**config.mk**
```make
export PLATFORM = sky130hd
export DESIGN_NAME = key_driver
export DESIGN_NICKNAME = d
export VERILOG_FILES = /design/src/rtl/key_driver_pkg.sv /design/src/rtl/key_driver_filter.sv /design/src/rtl/key_driver.sv
export SDC_FILE = /design/constraint.sdc
export NUM_CORES = 1
export LEC_CHECK = 0
export ABC_CLOCK_PERIOD_IN_PS = 2100
export CAP_MARGIN = 0
export CORE_MARGIN = 1
export CORE_UTILIZATION = 45
export DETAILED_ROUTE_END_ITERATION = 8
export MAX_ROUTING_LAYER = met4
export PLACE_DENSITY = 0.7
export REMOVE_ABC_BUFFERS = 1
export SLEW_MARGIN = 25
export SYNTH_ARGS = -nofsm -noshare
export SYNTH_HDL_FRONTEND = slang
export SYNTH_HIERARCHICAL = 1
export SYNTH_SLANG_ARGS = --single-unit
```
**constraint.sdc**
```tcl
create_clock -name clk -period 2.1 [get_ports clk]
set_clock_uncertainty 0.1 [all_clocks]
set_input_delay 0.42 -clock clk [delete_from_list [all_inputs] [get_ports clk]]
set_output_delay 0.42 -clock clk [all_outputs]
set_load 0.01 [all_outputs]
```
**src/rtl/key_driver_pkg.sv**
```systemverilog
// Shared definitions for the key conditioning block: per-key FSM states
// and default timing constants (50 MHz system clock).
package key_driver_pkg;

  typedef enum logic [1:0] {
    IDLE           = 2'd0,
    PRESS_FILTER   = 2'd1,
    DOWN           = 2'd2,
    RELEASE_FILTER = 2'd3
  } key_state_t;

  localparam int unsigned DEF_KEY_NUM      = 4;
  localparam int unsigned DEF_DEBOUNCE_CNT = 1_000_000;  // 20 ms
  localparam int unsigned DEF_LONG_CNT     = 50_000_000; // 1 s

endpackage

```
**src/rtl/key_driver_filter.sv**
```systemverilog
// Single-key conditioner: two-flop synchroniser, debounce FSM, hold counter
// and registered level/press/release/long-press outputs.
module key_filter
  import key_driver_pkg::*;
#(
  parameter int unsigned DEBOUNCE_CNT = DEF_DEBOUNCE_CNT,
  parameter int unsigned LONG_CNT     = DEF_LONG_CNT
) (
  input  logic clk,
  input  logic rst_n,
  input  logic key,
  output logic key_level,
  output logic key_press,
  output logic key_release,
  output logic key_long
);

  localparam int unsigned CW = $clog2(DEBOUNCE_CNT);
  localparam int unsigned HW = $clog2(LONG_CNT);
  localparam logic [CW-1:0] CNT_LAST  = CW'(DEBOUNCE_CNT - 1);
  localparam logic [HW-1:0] HOLD_LAST = HW'(LONG_CNT - 1);
  localparam logic [HW-1:0] HOLD_PRE  = HW'(LONG_CNT - 2);

  logic sync1, key_s;

  always_ff @(posedge clk or negedge rst_n) begin
    if (!rst_n) begin
      sync1 <= 1'b1;
      key_s <= 1'b1;
    end else begin
      sync1 <= key;
      key_s <= sync1;
    end
  end

  key_state_t    state, state_next;
  logic [CW-1:0] cnt, cnt_next;
  logic [HW-1:0] hold_cnt, hold_next;
  logic          level_next, press_next, release_next, long_next;

  always_ff @(posedge clk or negedge rst_n) begin
    if (!rst_n) begin
      state       <= IDLE;
      cnt         <= '0;
      hold_cnt    <= '0;
      key_level   <= 1'b0;
      key_press   <= 1'b0;
      key_release <= 1'b0;
      key_long    <= 1'b0;
    end else begin
      state       <= state_next;
      cnt         <= cnt_next;
      hold_cnt    <= hold_next;
      key_level   <= level_next;
      key_press   <= press_next;
      key_release <= release_next;
      key_long    <= long_next;
    end
  end

  always_comb begin
    state_next   = state;
    cnt_next     = cnt;
    hold_next    = hold_cnt;
    level_next   = key_level;
    press_next   = 1'b0;
    release_next = 1'b0;
    long_next    = 1'b0;
    unique case (state)
      IDLE: begin
        if (!key_s) begin
          state_next = PRESS_FILTER;
          cnt_next   = '0;
        end
      end
      PRESS_FILTER: begin
        if (key_s) begin
          state_next = IDLE;
        end else if (cnt == CNT_LAST) begin
          state_next = DOWN;
          press_next = 1'b1;
          level_next = 1'b1;
          hold_next  = '0;
        end else begin
          cnt_next = cnt + CW'(1);
        end
      end
      DOWN: begin
        // Saturating hold count; the pulse marks the single step into the last value.
        if (hold_cnt != HOLD_LAST) begin
          hold_next = hold_cnt + HW'(1);
          long_next = (hold_cnt == HOLD_PRE);
        end
        if (key_s) begin
          state_next = RELEASE_FILTER;
          cnt_next   = '0;
        end
      end
      RELEASE_FILTER: begin
        if (!key_s) begin
          state_next = DOWN;
        end else if (cnt == CNT_LAST) begin
          state_next   = IDLE;
          release_next = 1'b1;
          level_next   = 1'b0;
        end else begin
          cnt_next = cnt + CW'(1);
        end
      end
      default: state_next = IDLE;
    endcase
  end

endmodule

```
**src/rtl/key_driver.sv**
```systemverilog
// Push-button front end: one independent key_filter per board key pin.
module key_driver
  import key_driver_pkg::*;
#(
  parameter int unsigned KEY_NUM      = DEF_KEY_NUM,
  parameter int unsigned DEBOUNCE_CNT = DEF_DEBOUNCE_CNT,
  parameter int unsigned LONG_CNT     = DEF_LONG_CNT
) (
  input  logic               clk,
  input  logic               rst_n,
  input  logic [KEY_NUM-1:0] key,
  output logic [KEY_NUM-1:0] key_level,
  output logic [KEY_NUM-1:0] key_press,
  output logic [KEY_NUM-1:0] key_release,
  output logic [KEY_NUM-1:0] key_long
);

  for (genvar i = 0; i < KEY_NUM; i++) begin : g_key
    key_filter #(
      .DEBOUNCE_CNT(DEBOUNCE_CNT),
      .LONG_CNT    (LONG_CNT)
    ) u_filter (
      .clk        (clk),
      .rst_n      (rst_n),
      .key        (key[i]),
      .key_level  (key_level[i]),
      .key_press  (key_press[i]),
      .key_release(key_release[i]),
      .key_long   (key_long[i])
    );
  end

endmodule

```
==> qor.csv <==
stage;metric;value;unit
route;drt_iter0_drc;435;
sta;worstMarginPinSlew;0.6451;ns
logic_synthesis;synth_cells;1232;
layout;fill_cells;2194;
setup_path;r2r-end;g_key[1].u_filter/hold_cnt[1];
global_route;grtUsageMet1;27.63;%
min_path;whs_endpoint;g_key[2].u_filter/sync1;
setup_path;path_cells;or4_1 > or4_4 > buf_4 > o21ai_4 > buf_4 > o21ai_1;
global_route;grt-ovfl-total;0;
setup_path;worstSetupStartpointType;register;
global_route;grt_pass1_wl;45.40;mm
sta;setup_viol;28;
logic_synthesis;ys_types;74;
global_route;use_met2;33.55;%
global_route;antenna_found_initial;0;
setup_path;crit_type;register to register;
die;die_w;163.9;um
pwr;intPower;0.007295;W
route;dr.pass1.iters;5;
setup_path;worstRegToRegCells;6;
logic_synthesis;ys_ff_latch;216;
layout;nets;1388;
sta;fin_crit;2.285;ns
setup_path;cp.required;2.40;ns
place;dpl_worst_slack;-0.2080;ns
min_path;hp-start;key[2];
route;drc_errors;0;
layout;utilization;56.55;%
logic_synthesis;ys_seq_area_share;45.89;%
place;dp_hpwl;17.88;mm
clocking;numCtsBuffers;25;
die;row_count;58;
sta;rsz0062_at_grt;true;
layout;layout_common_cells;dfrtp_1, nor2_1, buf_4;
layout;layout_commonest_cell;dfrtp_1;
place;dp_cells;1663;
die;initial_utilization;46.33;%
place;gp_routability_congestion;0.8612;
pwr;swShare;21.81;%
status;violations;negative setup slack;
route;routedWlPerCell;15.39;um
route;ant_nets;0;
setup_path;cpMaxStageDelayCell;or4_4;
logic_synthesis;syn_area_per_cell;9.579;um^2
setup_path;crit_path_max_incr_delay;0.56;ns
pwr;p_sw;0.002035;W
route;vias;9839;
logic_synthesis;synth_edf_count;0;
pwr;cellPowerDensity;647.6;mW/mm^2
pwr;pwr-share-comb;5.0;%
clocking;clk_pin_slew;0.06;ns
place;port_buffers;21;
sta;relSlewSlack;56.83;%
global_route;met3_usage;2.778;%
sta;timing.fmax;437.7;MHz
die;die_area;0.02688;mm^2
logic_synthesis;ys_warn_count;6;
setup_path;crit_buf_inv;2;
clocking;clk_latency;0.52;ns
layout;final_cells;1719;
logic_synthesis;synth-main-ff-cell;dfrtp_1;
die;io_pins;22;
job;maxCapViolCount;0;
setup_path;path_max_fanout;5;
layout;largest_reg_flops;104;
global_route;top_usage_layer;met2;
route;drt_wl_total;26.45;mm
logic_synthesis;syn_area;0.01180;mm^2
setup_path;rrSetupSlack;-0.18;ns
layout;diodes;0;
clocking;clkSinkCount;216;
setup_path;worstSetupEndpointType;register;
die;core_area;0.02547;mm^2
logic_synthesis;synthArstFlopShare;100.0;%
layout;max_flop_register;g_key.u_filter/hold_cnt;
pwr;p_leak;6.097;nW
min_path;worstHoldPathCells;1;
status;status;finished with violations;
sta;worst_slack;-0.1846;ns
sta;finalHoldViolations;0;
layout;reg_top3;g_key.u_filter/hold_cnt: 104 flops, g_key.u_filter/cnt: 80 flops;
global_route;grt_usage;20.66;%
sta;finalCritPeriodShare;108.8;%
layout;area.growth.synth_to_final;22.06;%
pwr;vdd_drop_max;0.6579;mV
setup_path;worst_ep_arrival_time;2.58;ns
clocking;cts-root-buf;clkbuf_16;
pwr;seq_power_share;46.1;%
route;routed_via_density;5.724;
pwr;clock_power_share;48.9;%
die;die_y;163.9;um
setup_path;crit_top_cell;buf_4;
clocking;cts_buffer_depth;3;
clocking;cts_max_level;1;
min_path;min_path_type;input port to register;
setup_path;crit_family;simple AND/OR/NAND/NOR gates;
layout;drive_gt1_share;19.01;%
sta;maxSlewViolCount;0;
setup_path;r2r-start;g_key[1].u_filter/hold_cnt[7];
global_route;first_global_vias;9568;
global_route;grt_start_max_net_pins;57;
clocking;cts_tree;yes;
[cell families after synthesis]
kind of cell / Yosys count / synth area share, %
buffers and inverters: 74 / 2.990
AND/OR/NAND/NOR: 617 / 29.39
flip-flops: 216 / 45.89
adder cells (fa/ha/maj): 12 / 1.272
XOR/XNOR: 92 / 7.051
multiplexers: 21 / 1.845
AO/OA/AOI/OAI: 200 / 11.57
[cells in the mapped netlist (all sizes together) (30+ instances only)]
cell	count	area share, %
xnor2	59	4.5
nand2	103	3.3
o21ai	59	2.9
nand3	71	3.0
xor2	33	2.5
inv	30	0.95
dfrtp	208	44
a21oi	52	2.3
nand4	47	2.7
nor2	142	4.5
nor4	30	1.9
nor3	48	2.2
[worst max path at each step]
stage / startpoint / cells after the start / slack, ns / end
2_1_floorplan: g_key[1].u_filter/state[0] / 5 / -0.42 / g_key[1].u_filter/hold_cnt[0]
3_3_place_gp: g_key[2].u_filter/hold_cnt[16] / 6 / -0.16 / g_key[2].u_filter/hold_cnt[9]
3_5_place_dp: g_key[2].u_filter/hold_cnt[16] / 6 / -0.21 / g_key[2].u_filter/hold_cnt[17]
4_1_cts: g_key[2].u_filter/hold_cnt[16] / 6 / -0.17 / g_key[2].u_filter/hold_cnt[2]
5_1_grt: g_key[1].u_filter/hold_cnt[7] / 6 / -0.25 / g_key[1].u_filter/hold_cnt[3]
6_report: g_key[1].u_filter/hold_cnt[7] / 6 / -0.18 / g_key[1].u_filter/hold_cnt[1]
[stage by stage]
stage / total power [W] / cell area [um^2] / TNS [ns] / hold WS, ns
after global placement: 0.004824 / 13220 / -2.817 / 0.2379
after floorplan: 0.004556 / 11560 / -15.27 / 0.02441
after detailed placement: 0.004836 / 13220 / -4.577 / 0.2368
final: 0.009329 / 14410 / -3.185 / 0.2052
after CTS: 0.009450 / 14180 / -3.684 / 0.1897
after global routing: 0.009708 / 14410 / -5.012 / 0.1910
[routing by layer]
metal	wire, um	part of all wire [%]
met3	901	3.4
met4	316	1.2
met1	12600	48
met5	0	0
met2	12630	48
[area by class of cell]
class	instances	area (um^2)	share of cell area [%]
flip-flops and latches	216	5419	37.62
multi-input cells	943	6266	43.50
clock inverters	9	151.4	1.051
repair buffers	154	1323	9.181
clock buffers	37	720.7	5.003
inverters	30	112.6	0.7817
well taps	330	412.9	2.866
[repair_timing]
action,CTS,global route
hold buffers,1,0
buffers inserted,1,7
setup endpoints to repair,46,78
cloned,1,1
endpoints found under the hold margin,37,0
pin swaps,19,24
gates resized for setup,16,40
[worst reg2reg max path, delay by kind of cell, from the launching register on]
family / cells / cell delay, ns
and+or+nand+nor: 2 / 1.08
buffers and inverters: 2 / 0.34
AOI/OAI and AO/OA: 2 / 0.27
DFF: 1 / 0.38
[power groups by stage]
stage	clock (W)	combinational, W	sequential, W
2_1_floorplan	0	0.000161	0.00439
3_3_place_gp	0	0.000454	0.00437
3_5_place_dp	0	0.000463	0.00437
4_1_cts	0.00468	0.000470	0.00430
5_1_grt	0.00487	0.000534	0.00431
6_report	0.00456	0.000471	0.00430
No activity file was read; power rests on OpenSTA's default activity.
